### src/rtl/otter_operand_fetch.sv
// otter_operand_fetch: reads both source operands with writeback forwarding, stalls on scoreboard hazards,
// and holds them in a one-entry output register for execute.
module otter_operand_fetch #(
    parameter int XLEN  = 32,
    parameter int CNT_W = 16
) (
    input  logic             clock,
    input  logic             reset,
    input  logic             in_valid,
    output logic             in_ready,
    input  logic [4:0]       in_rs1,
    input  logic [4:0]       in_rs2,
    input  logic             in_use_rs1,
    input  logic             in_use_rs2,
    input  logic [4:0]       in_rd,
    input  logic             in_rd_wen,
    input  logic [XLEN-1:0]  in_pc,
    output logic [4:0]       rf_read1,
    output logic [4:0]       rf_read2,
    input  logic [XLEN-1:0]  rf_data1,
    input  logic [XLEN-1:0]  rf_data2,
    input  logic             wb_valid,
    input  logic [4:0]       wb_rd,
    input  logic [XLEN-1:0]  wb_data,
    output logic             out_valid,
    input  logic             out_ready,
    output logic [XLEN-1:0]  out_op1,
    output logic [XLEN-1:0]  out_op2,
    output logic [4:0]       out_rd,
    output logic             out_rd_wen,
    output logic [XLEN-1:0]  out_pc,
    output logic [31:0]      busy_mask,
    output logic [CNT_W-1:0] stall_cnt
);
    logic [31:0]     busy, set_m, clr_m;
    logic            hit1, hit2, hitd, hazard, accept;
    logic [XLEN-1:0] op1, op2;

    assign rf_read1  = in_rs1;
    assign rf_read2  = in_rs2;
    assign busy_mask = busy;

    // A writeback landing this cycle retires its register, so it neither stalls nor reads stale RF data
    always_comb begin
        hit1   = wb_valid && wb_rd == in_rs1 && in_rs1 != 5'd0;
        hit2   = wb_valid && wb_rd == in_rs2 && in_rs2 != 5'd0;
        hitd   = wb_valid && wb_rd == in_rd && in_rd != 5'd0;
        hazard = (in_use_rs1 && in_rs1 != 5'd0 && busy[in_rs1] && !hit1) ||
                 (in_use_rs2 && in_rs2 != 5'd0 && busy[in_rs2] && !hit2) ||
                 (in_rd_wen && in_rd != 5'd0 && busy[in_rd] && !hitd);
        in_ready = (!out_valid || out_ready) && !hazard;
        accept   = in_valid && in_ready;
        op1      = (in_rs1 == 5'd0) ? '0 : hit1 ? wb_data : rf_data1;
        op2      = (in_rs2 == 5'd0) ? '0 : hit2 ? wb_data : rf_data2;
        clr_m    = (wb_valid && wb_rd != 5'd0) ? 32'd1 << wb_rd : 32'd0;
        set_m    = (accept && in_rd_wen && in_rd != 5'd0) ? 32'd1 << in_rd : 32'd0;
    end

    always_ff @(posedge clock) begin
        if (reset) begin
            busy       <= '0;
            out_valid  <= 1'b0;
            out_op1    <= '0;
            out_op2    <= '0;
            out_rd     <= '0;
            out_rd_wen <= 1'b0;
            out_pc     <= '0;
            stall_cnt  <= '0;
        end else begin
            busy <= (busy & ~clr_m) | set_m;
            if (in_valid && !in_ready && stall_cnt != '1)
                stall_cnt <= stall_cnt + 1'b1;
            if (accept) begin
                out_valid  <= 1'b1;
                out_op1    <= op1;
                out_op2    <= op2;
                out_rd     <= in_rd;
                out_rd_wen <= in_rd_wen;
                out_pc     <= in_pc;
            end else if (out_ready) begin
                out_valid <= 1'b0;
            end
        end
    end
endmodule

### config.mk
export PLATFORM = sky130hd
export DESIGN_NAME = otter_operand_fetch
export DESIGN_NICKNAME = d
export VERILOG_FILES = /design/src/rtl/otter_operand_fetch.sv
export SDC_FILE = /design/constraint.sdc
export NUM_CORES = 1
export LEC_CHECK = 0
export ABC_AREA = 1
export CAP_MARGIN = 10
export CORE_MARGIN = 2
export CORE_UTILIZATION = 40
export CTS_CLUSTER_DIAMETER = 30
export DETAILED_ROUTE_END_ITERATION = 7
export HOLD_SLACK_MARGIN = 0.08
export PLACE_DENSITY_LB_ADDON = 0.25
export SYNTH_ARGS = -nofsm -noshare
export SYNTH_HDL_FRONTEND = slang
export SYNTH_SLANG_ARGS = --single-unit
### constraint.sdc
create_clock -name clock -period 2.45 [get_ports clock]
set_clock_uncertainty 0.1 [all_clocks]
set_input_delay 0.6125 -clock clock [delete_from_list [all_inputs] [get_ports clock]]
set_output_delay 0.6125 -clock clock [all_outputs]
set_load 0.01 [all_outputs]
==> After elaboration in Yosys (flattened, before gate mapping) <==
Index checks and enable logic that the tools add are counted.
{ "totals": {"ff_bits": 151, "in_bits": 156, "out_inout_bits": 162, "elab_cells": 73} }
{ "classes": {"n_addsub": 1, "order_cmp": 3, "eq_ne": 4, "shifts": 2, "n_mux": 14, "bitwise": 3, "reduce_logical": 38} }
{ "op_table": {"columns": ["operator", "count"], "rows": [
  ["$mux W32", 6],
  ["$shl A1 B5 Y32 const A", 2],
  ["$and A32 B32 Y32", 1],
  ["$not A32 Y32", 1],
  ["$or A32 B32 Y32", 1],
  ["$logic_and A1 B1 Y1", 22],
  ["$reduce_bool A5 Y1", 4],
  ["$lt A5 B6 Y1 const B", 3],
  ["$add A16 B1 Y16 const B", 1],
  ["$ne A16 B16 Y1 const B", 1],
  ["$bmux W1 S5", 3],
  ["$eq A5 B5 Y1", 3],
  ["$logic_not A5 Y1", 2],
  ["$logic_not A1 Y1", 6],
  ["$mux W1", 5],
  ["$logic_or A1 B1 Y1", 3],
  ["$reduce_bool A2 Y1", 1]
]} }

==> Longest topological paths before layout <==
{ "logic_depth": {"depth_word": 14, "mapped_depth": 17, "mapped_depth_nobuf": 16} }

==> Worst setup path after synthesis <==
OpenSTA, ideal clock, no wires.
{ "synth_timing": {"path_type": "in2out", "start": "input port in_rd[1]", "end": "output port in_ready", "arrival_ns": 1.694, "setup_slack_ns": 0.044, "path_stages": 12, "n_path_buf": 1, "path_cell_list": "buf_2 -> inv_4 -> nand2_2 -> nor3_2 -> nand2_1 -> nand2_1 -> inv_1 -> nand2_1 -> inv_1 -> nand3_1 -> nand2_1 -> nor2_1"} }
{ "synth_between": {"elab_chain_cells": 8} }
{ "synth_rtl": {"columns": ["element", "line_no", "source"], "rows": [
  ["start, declared", "15", "input logic [4:0] in_rd,"],
  ["branches (longest 4 deep; another with $bmux W1 S5)", null, null],
  ["$logic_and A1 B1 Y1 *", "50", "(in_rd_wen && in_rd != 5'd0 && busy[in_rd] && !hitd);"],
  ["$logic_or A1 B1 Y1 *", "49", "(in_use_rs2 && in_rs2 != 5'd0 && busy[in_rs2] && !hit2) ||"],
  ["$logic_not A1 Y1 *", "51", "in_ready = (!out_valid || out_ready) && !hazard;"],
  ["$logic_and A1 B1 Y1 *", "51", null],
  ["end, declared", "10", "output logic in_ready,"]
]} }
Every way passes the cells marked *. The select of a mux whose other input is x is not followed.

==> Worst setup path in the final report <==
{ "layout_timing": {"start": "input port in_rs2[0]", "end": "output port in_ready"} }
{ "layout_between": {"elab_chain_cells": 9} }
{ "layout_rtl": {"columns": ["element", "line_no", "source"], "rows": [
  ["start, declared", "12", "input logic [4:0] in_rs2,"],
  ["branches (longest 4 deep; another with $bmux W1 S5)", null, null],
  ["$logic_and A1 B1 Y1 *", "49", null],
  ["$logic_or A1 B1 Y1 *", "48", "hazard = (in_use_rs1 && in_rs1 != 5'd0 && busy[in_rs1] && !hit1) ||"],
  ["$logic_or A1 B1 Y1 *", "49", null],
  ["$logic_not A1 Y1 *", "51", null],
  ["$logic_and A1 B1 Y1 *", "51", null]
]} }
Marks and branches as above.

==> results.cfg <==
[power]
part_of_the_power_in_registers_pct = 36.8
pwr-share-comb_pct = 26.3
power.density_cell_area_mw_per_mm2 = 547
cell_internal_pwr_mw = 5.24
total_switching_power_mw = 2.22
p_total_mw = 7.46
clockPowerShare_pct = 36.9
swShare_pct = 29.7
vdd_ir_drop_max_uv = 463
leakagePower_nw = 5.73

[sta]
final.min_clock_period_ps = 2530
fmax_mhz = 395
post-route-period-util_pct = 103
setup_violations = 1
totalNegativeSetupSlack_ps = -84.2
hold_violations_final = 0
max_slew.worst_pin.slew_ps = 597
maxSlewHeadroom_pct = 60.2
maxSlewViolCount = 0
worst_slack_ps = -84.2
unrepaired_setup_endpoints_after_global_routing = yes

[hold_path]
timing.hold.worst.class = flip-flop to flip-flop

[logic_synthesis]
nets_in_the_synthesized_netlist = 1422
synth-compound-area-share_pct = 18.3
yosysTopAreaCell = dfxtp_1
post_synth_and_or_nand_nor_area_fraction_pct = 32.2
synth_xor_xnor_area_share_pct = 1.08
synth_mux_area_share_pct = 0
synth_area_per_cell_um2 = 6.38
synth_cell_types = 35
async_flop_share_pct = 0
yosysTopAreaCellShare_pct = 37.4
synthesized_instance_count = 1265
number_of_flops_mapped_to_enable_cells_by_yosys = 0
syn_area_mm2 = 0.00807
synth_top_cells_by_area = dfxtp_1 37%, o21ai_0 12%, nor2_1 11%
yosysWarningCount = 0
largest_family_of_logic_cells_by_synthesized_area = simple AND/OR/NAND/NOR gates
yosys_most_used_dff = dfxtp_1
synth.yosys.seq_area_share_pct = 37.4
postSynthRegisterBits = 151
synth_fa_ha_area_share_pct = 0.155

[global_route]
met2_usage_pct = 52.4
met1_usage_pct = 39.6
grt_remaining_overflow = 0
grt_pass1_vias = 9850
antenna_found_initial = 2
global_route.usage.met3_pct = 9.97
globalRoute.busiestLayer = met2
grt_use_total_pct = 31.9
grt_start_max_net_pins = 82
global_route_wire_length_before_repair_um = 54200

[routing]
drtIter0Drc = 711
detail_route.wl_per_cell_um = 18.5
drc = 0
wl_um = 36200
dr.pass1.iters = 8
dr_total_vias = 10400
via_per_inst = 5.33
ant_nets = 0

[setup_path]
cpLargestDelayFamily = simple AND/OR/NAND/NOR gates
cp-start-kind = input pin
cpPeakStageDelay_ps = 130
critPathBufInv = 3
timing.critical_path.fanout_max = 7
timing.setup.critical_path_class = input pin to output port
critical_path_required_ps = 1740
cp_cell_sequence = buf_8, buf_12, nor2_4, nand2_2, nor2_2, nor2_1, nand2_2, nand3_2, nor2_2, nand3_2, nand2_2, nor2_2, buf_2
worst_path_max_delay_cell = buf_12
critical_path_at_ps = 1820
critPathCaptureType = output port

[clocking]
clockRootBuffer = clkbuf_16
count_of_h_tree_levels_built_during_cts = 4
clkLatencyLatePin_ps = 430
tritoncts.num_buffers = 17
post_cts_clock_slew_at_the_launch_and_capture_registers_of_the_worst_setup_and_hold_paths_ps = 60
tritoncts_num_sinks = 151
cts_tree = built
cts_buffer_depth = 2

[die]
io_pins = 318
fp.dieH_um = 146
die_x_um = 146
placeableCoreArea_mm2 = 0.0197
fp.dieArea_mm2 = 0.0213
initial_core_util_pct = 41.1
num_rows = 51

[final_layout]
final.fill_count = 1730
footprint_of_the_multi_input_gates_mm2 = 0.00442
final_util_pct = 69.4
final_stage_net_count = 1839
layout_commonest_cell = clkdlybuf4s50_1
layout-drive-gt1-share_pct = 18.4
design_area_mm2 = 0.0136
area.growth.synth_to_final_pct = 68.9
layout.cells.most_common_list = 295 x clkdlybuf4s50_1, 222 x nor2_1, 206 x nand2_1, 167 x o21ai_0, 145 x dfxtp_1
final-seq-area_mm2 = 0.00303

[outcome]
outcome = complete, but fails checks
violated_checks = setup timing

[place]
detailed_place_hpwl_um = 26100
placement.cell_area_mm2 = 0.0123
io_buffer_count = 317
gp_congestion = 1.03

[run]
maxCapViolations = 0
## sequential cells by signal (all words and copies together), names as in the netlist
signal and count:
busy_mask 32, out_op2 32, stall_cnt 16, out_pc 32
out_rd_wen 1, out_rd 5, out_op1 32, out_valid 1
## final timing paths
| path | startpoint | endpoint | slack (ps) | depth (start not counted) |
|---|---|---|---|---|
| setup reg to reg | busy_mask[25]$_SDFF_PP0_ | busy_mask[5]$_SDFF_PP0_ | 40 | 15 |
| setup / recovery | in_rs2[0] | in_ready | -80 | 13 |
| hold reg to reg | out_rd_wen$_SDFFE_PP0P_ | out_rd_wen$_SDFFE_PP0P_ | 360 | 2 |
| hold / removal | out_rd_wen$_SDFFE_PP0P_ | out_rd_wen$_SDFFE_PP0P_ | 360 | 2 |
## what timing repair did
action                                  in CTS  in global routing
gates resized for setup                    151                 80
hold buffers                                 0                  0
endpoints found under the setup margin     161                121
buffers inserted                            16                  8
pin swaps                                   26                 38
gates cloned                                 4                  8
## layer usage
layer	wire length [um]	vias to the layer above
met5	7	-
met4	1210	2
met3	3860	88
met2	16600	541
met1	14500	4830
li1	-	4985
## power groups by stage
stage	sequential, mW	clock, mW	combinational [mW]
2_1_floorplan	2.87	0	0.657
3_3_place_gp	2.79	0	1.73
3_5_place_dp	2.79	0	1.75
4_1_cts	2.74	2.78	1.82
5_1_grt	2.76	2.90	2.10
6_report	2.74	2.75	1.96
## tightest hold or removal path, delay by kind of cell, from the launching register on
kind               cells  cell delay, ps
and+or+nand+nor        1              60
DFF                    1             310
AOI/OAI and AO/OA      1              50
## final cells by class
type,instances,share of cell area (%)
Antenna cell,1,0.0184
Clock buffer,19,3.32
Clock inverter,13,1.17
Inverter,103,2.98
Multi-Input combinational cell,916,32.4
Sequential cell,151,22.2
Tap cell,265,2.43
Timing Repair Buffer,492,35.4
Timing Repair inverter,1,0.0551
## Yosys cell counts (2+ instances only)
cell	instances
nor2_1	231
nand2_1	213
o21ai_0	188
dfxtp_1	151
nand3_1	102
inv_1	97
a21oi_1	78
clkbuf_1	41
nand4_1	33
nor3_1	27
buf_2	23
buf_4	18
o21ai_1	10
buf_1	8
xnor2_1	7
buf_6	5
inv_2	4
o211ai_1	4
o22ai_1	4
nor4_1	3
xor2_1	3
nand2_2	2
## cell families (layout without fill, tap and decap cells)
family | count (synthesis) | count (layout)
XOR/XNOR | 10 | 10
AND/OR/NAND/NOR | 616 | 616
flip-flops | 151 | 151
adder cells (fa/ha/maj) | 1 | 1
buffers and inverters | 198 | 628
AO/OA/AOI/OAI | 289 | 289
other | 0 | 1
## metrics by stage
step	hold WS, ps	worst slack (ps)	cells
2_1_floorplan	386	43.6	1265
5_1_grt	402	-144	1961
3_3_place_gp	353	-1050	1894
6_report	365	-84.2	1961
3_5_place_dp	359	-1020	1894
4_1_cts	369	-82.9	1945
(Power assumes the default switching activity.)
